$ cat config.mk
export PLATFORM = sky130hd
export DESIGN_NAME = router_dest_ctrl
export DESIGN_NICKNAME = d
export VERILOG_FILES = /design/src/rtl/router_dest_ctrl.sv
export SDC_FILE = /design/constraint.sdc
export NUM_CORES = 1
export LEC_CHECK = 0
export ABC_AREA = 1
export CAP_MARGIN = 20
export CORE_ASPECT_RATIO = 0.9
export CORE_MARGIN = 3
export CORE_UTILIZATION = 40
export CTS_BUF_LIST = sky130_fd_sc_hd__clkbuf_8
export CTS_CLUSTER_SIZE = 30
export DETAILED_ROUTE_END_ITERATION = 12
export HOLD_SLACK_MARGIN = 0.06
export PLACE_DENSITY = 0.7
export SLEW_MARGIN = 20
export SYNTH_ARGS = -nofsm -noshare
export SYNTH_HDL_FRONTEND = slang
export SYNTH_SLANG_ARGS = --single-unit
$ cat constraint.sdc
create_clock -name clock -period 1.29 [get_ports clock]
set_input_delay 0.258 -clock clock [delete_from_list [all_inputs] [get_ports clock]]
set_output_delay 0.258 -clock clock [all_outputs]
set_load 0.05 [all_outputs]
$ cat src/rtl/router_dest_ctrl.sv
// router_dest_ctrl: latches the packet destination, steers FIFO writes,
// flags valid data and soft-resets a port after TIMEOUT stalled cycles.
//
// Ports:
//   clock, resetn                  clock, synchronous active-low reset
//   detect_add, data_in[1:0]       capture destination address
//   write_enb_reg                  FSM write request for current byte
//   empty_n, full_n                FIFO status flags (n = 0..2)
//   read_enb_n                     client read strobes
//   write_enb[2:0]                 one-hot FIFO write enable
//   fifo_full                      full flag of selected FIFO
//   vld_out_n                      data valid to client n
//   soft_reset_n                   registered timeout pulse for port n
module router_dest_ctrl #(
  parameter int TIMEOUT = 30
) (
  input  logic       clock,
  input  logic       resetn,
  input  logic       detect_add,
  input  logic [1:0] data_in,
  input  logic       write_enb_reg,
  input  logic       empty_0,
  input  logic       empty_1,
  input  logic       empty_2,
  input  logic       full_0,
  input  logic       full_1,
  input  logic       full_2,
  input  logic       read_enb_0,
  input  logic       read_enb_1,
  input  logic       read_enb_2,
  output logic [2:0] write_enb,
  output logic       fifo_full,
  output logic       vld_out_0,
  output logic       vld_out_1,
  output logic       vld_out_2,
  output logic       soft_reset_0,
  output logic       soft_reset_1,
  output logic       soft_reset_2
);

  localparam int CW = (TIMEOUT > 1) ? $clog2(TIMEOUT) : 1;
  localparam logic [CW-1:0] CNT_MAX = CW'(TIMEOUT - 1);

  logic [1:0] addr;
  logic [2:0] empty_v;
  logic [2:0] rd_v;
  logic [2:0] stall;
  logic [2:0] sr;

  always_ff @(posedge clock) begin
    if (!resetn) begin
      addr <= 2'b00;
    end else if (detect_add) begin
      addr <= data_in;
    end
  end

  // Decode from the registered address so a same-cycle capture
  // only takes effect on the following byte.
  always_comb begin
    write_enb = 3'b000;
    fifo_full = 1'b0;
    unique case (addr)
      2'b00: begin
        write_enb = {2'b00, write_enb_reg};
        fifo_full = full_0;
      end
      2'b01: begin
        write_enb = {1'b0, write_enb_reg, 1'b0};
        fifo_full = full_1;
      end
      2'b10: begin
        write_enb = {write_enb_reg, 2'b00};
        fifo_full = full_2;
      end
      2'b11: begin
        write_enb = 3'b000;
        fifo_full = 1'b0;
      end
    endcase
  end

  assign vld_out_0 = ~empty_0;
  assign vld_out_1 = ~empty_1;
  assign vld_out_2 = ~empty_2;

  assign empty_v = {empty_2, empty_1, empty_0};
  assign rd_v    = {read_enb_2, read_enb_1, read_enb_0};
  assign stall   = ~empty_v & ~rd_v;

  for (genvar n = 0; n < 3; n++) begin : g_port
    logic [CW-1:0] cnt;
    logic          sr_q;

    // Count wraps to 0 on the pulse so a held stall re-fires
    // every TIMEOUT cycles.
    always_ff @(posedge clock) begin
      if (!resetn) begin
        cnt  <= '0;
        sr_q <= 1'b0;
      end else if (stall[n]) begin
        if (cnt == CNT_MAX) begin
          cnt  <= '0;
          sr_q <= 1'b1;
        end else begin
          cnt  <= cnt + CW'(1);
          sr_q <= 1'b0;
        end
      end else begin
        cnt  <= '0;
        sr_q <= 1'b0;
      end
    end

    assign sr[n] = sr_q;
  end

  assign soft_reset_0 = sr[0];
  assign soft_reset_1 = sr[1];
  assign soft_reset_2 = sr[2];

endmodule

# Yosys cells after proc, flatten, opt, wreduce, memory -nomap -nowiden
# Index checks and enable logic that the tools add are counted.
[classes]
reduce_logical = 7
n_mux = 5
bitwise = 10
add_sub_neg = 3
eq_ne = 6
[op_table]
columns = ["operator", "count"]
rows = [
  ["5-bit by 1-bit adder with 5-bit output (second input constant)", 3],
  ["5-bit equality test (second input constant)", 3],
  ["3-bit one-hot mux with 4 select lines", 1],
  ["3-bit OR reduction", 3],
  ["1-bit inverter", 7],
  ["3-bit inverter", 2],
  ["2-bit AND reduction", 3],
  ["2-bit equality test (second input constant)", 2],
  ["1-bit one-hot mux with 4 select lines", 1],
  ["3-bit bitwise AND", 1],
  ["1-bit two-way mux", 3],
  ["2-bit by 1-bit equality test with 1-bit output (second input constant)", 1],
  ["2-bit logical NOT", 1],
]
[word_totals]
word_cells = 38
inputBits = 15
reg_bits = 20
output_inout_bits = 10

# Depth between registers and ports, before layout
[depth]
depth_word = 4
mapped_depth = 7

# Least setup slack after synthesis
# No wires, ideal clock.
[synth_timing]
path_kind = "reg2out"
from = "register addr[1]"
to = "output write_enb[2]"
setup_slack_ns = -0.475
path_stages_with_launch = 3
arrival_time_ns = 1.507
cell_sequence = "dfxtp_1 -> inv_1 -> nor3_1"
[synth_via]
elab_chain_cells = 2
elab_cells_between_ends = 5
[synth_rtl]
columns = ["item", "line_no", "rtl"]
rows = [
  ["start, declared", "44", "logic [1:0] addr;"],
  ["start signal, assigned", "54", "addr <= data_in;"],
  ["2-bit equality test (tied with other cells)", "63", "unique case (addr)"],
  ["3-bit one-hot mux with 4 select lines *", "63", ""],
  ["end, declared", "31", "output logic [2:0] write_enb,"],
]
# Every way passes the cells marked *; elsewhere a longest branch is shown, timed or not.

# Worst setup path in the final report
[layout_timing]
from = "input full_0"
to = "output fifo_full"
[layout_via]
elab_chain_cells = 1
[layout_rtl]
columns = ["item", "line_no", "rtl"]
rows = [
  ["start, declared", "25", "input logic full_0,"],
  ["1-bit one-hot mux with 4 select lines", "63", ""],
  ["end, declared", "32", "output logic fifo_full,"],
]
# Every way passes these cells.

==> metrics.csv <==
stage,metric,value,unit
logic_synthesis,xor-xnor portion of the synthesized cell area,2.86,%
placement,DP Worst Slack,-146,ps
setup_path,flop2flop setup slack,220,ps
power_and_ir_drop,cell leakage power,0.000625,uW
logic_synthesis,"flops & latches, synth",20,
logic_synthesis,Mapped Cells,123,
logic_synthesis,sequential fraction of the synthesis area,43.7,%
logic_synthesis,YS warnings,0,
placement,"Cell Area, Placed",1310,um^2
placement,Routability Congestion,0.797,
cells_and_area,ANT cells,0,
sta,fin crit period,1320,ps
clocking,"CTS clk-pin slew, worst paths",70,ps
global_route,GRT Total Usage,15.7,%
sta,final period utilization,102,%
setup_path,worst r2r src,g_port[0].cnt[1],
route,detailed-route via count,853,
clocking,hold_buf cts,0,
setup_path,Critical Path RT,1030,ps
logic_synthesis,Mean Syn Cell Area,7.46,um^2
route,post-DR vias/cell,4.79,
floorplanning,Die Span Y,51.4,um
placement,PortBufs,24,
setup_path,Worst Path Max Fanout,1,
hold_path,Hold Crit Class,flop to flop,
route,WL/cell,11.4,um
global_route,vias in the first global route,817,
setup_path,r2r endpoint,g_port[0].cnt[0],
route,Final ANT Viol Nets,0,
sta,Slew headroom,85.3,%
cells_and_area,Layout area overhead,55.8,%
logic_synthesis,Syn Nets,144,
setup_path,crit path launch,full_0,
setup_path,CP Data Arrival Time,1060,ps
route,WL final,2040,um
route,1st-iter DRT viols,5,
clocking,CTS Buffer Depth,2,
setup_path,Critical Path Sink Type,output port,
sta,Final Skew,5.12,ps
setup_path,CP Class,input port to output port,
floorplanning,core area,2050,um^2
sta,Worst-Margin Slew,219,ps
sta,RSZ-0062 raised after global routing,true,
global_route,initial antenna violation count,0,
logic_synthesis,Compound-Gate Fraction of Synth Area,2.18,%
power_and_ir_drop,Sw Share,24.9,%
clocking,clk_lat worst skew,260,ps
placement,Final HPWL DP,1450,um
cells_and_area,ratio of cells with drive above 1 in the final layout,24.2,%
logic_synthesis,Synth Area in Adders,8.19,%
job,max capacitance violation total,0,
global_route,first-pass GRT wire length,3530,um
route,number of detailed-route iterations in the first pass,4,
logic_synthesis,mapped cell area,917,um^2
logic_synthesis,main combinational cell family by area after synthesis,simple AND/OR/NAND/NOR gates,
cells_and_area,Final #Nets,175,
power_and_ir_drop,Worst IR Drop VDD,760,uV
clocking,CTS Root Cell,clkbuf_8,
setup_path,R2R depth,7,
global_route,global route total overflow,0,
power_and_ir_drop,sequential share of power,47.8,%
power_and_ir_drop,Psw,336,uW
outcome,status,"complete, but fails checks",
power_and_ir_drop,clock share of power,35.1,%
clocking,CTS H-tree lvls,1,
cells_and_area,final instance area,1430,um^2
clocking,clk sinks,20,
setup_path,Setup crit start kind,input port,
logic_synthesis,post-synth cell types,13,
sta,fin. max-slew vios,0,
floorplanning,# rows,15,
setup_path,Critical Path End,fifo_full,
floorplanning,starting density of the core,44.8,%
floorplanning,DIE WIDTH,56.5,um
logic_synthesis,Synth Area in Simple Gates,33.7,%
sta,final hold vios,0,
clocking,CTS tree,built,
sta,final worst slack,-31.6,ps
clocking,cts bufs inserted,3,
floorplanning,die outline area,2900,um^2
logic_synthesis,multiplexer share of the synthesized area,0,%
global_route,pin count of the biggest net entering global routing,12,
power_and_ir_drop,Pwr per Cell Area,944,nW/um^2
power_and_ir_drop,power share of the combinational group,17.1,%
outcome,violated checks,negative setup slack,
sta,final setup fails,1,
power_and_ir_drop,Int Pwr,1010,uW
route,# DRC,0,
sta,Max Freq,0.757,GHz
floorplanning,# IOs,25,
==> Yosys cell counts <==
master	n	share of area, %
inv_1	23	9.4
ha_1	6	8.2
nand2_1	21	8.6
nand3_1	10	5.5
xnor2_1	3	2.9
a21oi_1	2	1.1
dfxtp_1	20	44
o21ai_0	2	1.1
nor3_1	6	3.3
nor2_1	15	6.1
nand2_2	6	4.1
nand4_1	6	4.1
nor2_2	3	2.0
==> cells by family after synthesis <==
kind of cell | after synthesis
simple gates | 67
fa+ha+maj | 6
buf+inv | 23
compound gates | 4
flops | 20
xor+xnor | 3
==> cell type report <==
class | instances | area [um^2]
Fill cell | 164 | 617
Multi-Input combinational cell | 80 | 484
Sequential cell | 20 | 408
Timing Repair Buffer | 26 | 354
Inverter | 23 | 96.3
Clock buffer | 4 | 55.1
Tap cell | 25 | 31.3
==> worst min-delay path by stage <==
stage                       endpoint        startpoint  slack, ps  depth (start not counted)
CTS                 g_port[2].cnt[0]  g_port[2].cnt[0]        500                          1
global placement    g_port[2].cnt[0]  g_port[2].cnt[0]        460                          1
global route        g_port[1].cnt[0]  g_port[1].cnt[0]        550                          1
floorplan               soft_reset_1        read_enb_1        340                          1
detailed placement  g_port[2].cnt[0]  g_port[2].cnt[0]        480                          1
finish              g_port[2].cnt[0]  g_port[2].cnt[0]        500                          1
==> cell usage in the layout, fill, tap and decap left out, drive strengths merged <==
| cell | synthesis | final |
|---|---|---|
| nand4 | 6 | 6 |
| clkbuf | 0 | 4 |
| inv | 23 | 23 |
| dlygate4sd2 | 0 | 1 |
| nand3 | 10 | 10 |
| xnor2 | 3 | 3 |
| clkdlybuf4s50 | 0 | 13 |
| nor2 | 18 | 18 |
| buf | 0 | 12 |
| nand2 | 27 | 27 |
| nor3 | 6 | 6 |
| ha | 6 | 6 |
| o21ai | 2 | 2 |
| a21oi | 2 | 2 |
| dfxtp | 20 | 20 |
==> registers in the layout, indices dropped and copies added, names as in the netlist <==
signal / cells
addr: 2
soft_reset_1: 1
soft_reset_2: 1
g_port.cnt: 15
soft_reset_0: 1
==> power groups by stage <==
stage	logic (uW)	clock network, uW	registers, uW
floorplan	91.8	0	650
global placement	211	0	652
CTS	228	491	643
detailed placement	213	0	653
global route	242	514	648
finish	231	473	645
==> metal layers <==
layer / up-vias / global-route usage, % / wire length [um]
met4: 0 / 8.70 / 53
met5: - / 0 / 0
met3: 6 / 2.27 / 102
met2: 24 / 29.0 / 1030
met1: 378 / 17.2 / 855
li1: 445 / - / -
==> per-stage QoR <==
| stage | total power [uW] | TNS [ps] | utilization [%] | hold WS (ps) | instances |
|---|---|---|---|---|---|
| 2_1_floorplan | 742 | -186 | - | 335 | 123 |
| 3_3_place_gp | 862 | -810 | 64.1 | 462 | 173 |
| 3_5_place_dp | 866 | -840 | 64.1 | 482 | 173 |
| 4_1_cts | 1360 | -25.7 | 69.4 | 504 | 178 |
| 5_1_grt | 1400 | -150 | 69.8 | 546 | 178 |
| 6_report | 1350 | -31.6 | 69.8 | 496 | 178 |
==> critical path: stages <==
cell	delay, ps
clkdlybuf4s50_1	490
nand3_2	90
nand3_2	90
buf_12	140
==> what timing repair did <==
action                     CTS  global route
setup endpoints to repair    4             4
buffers inserted             1             0
pin swaps                    4             2
resized for setup           16             3
gates cloned                 0             0
(Power assumes the default switching activity.)
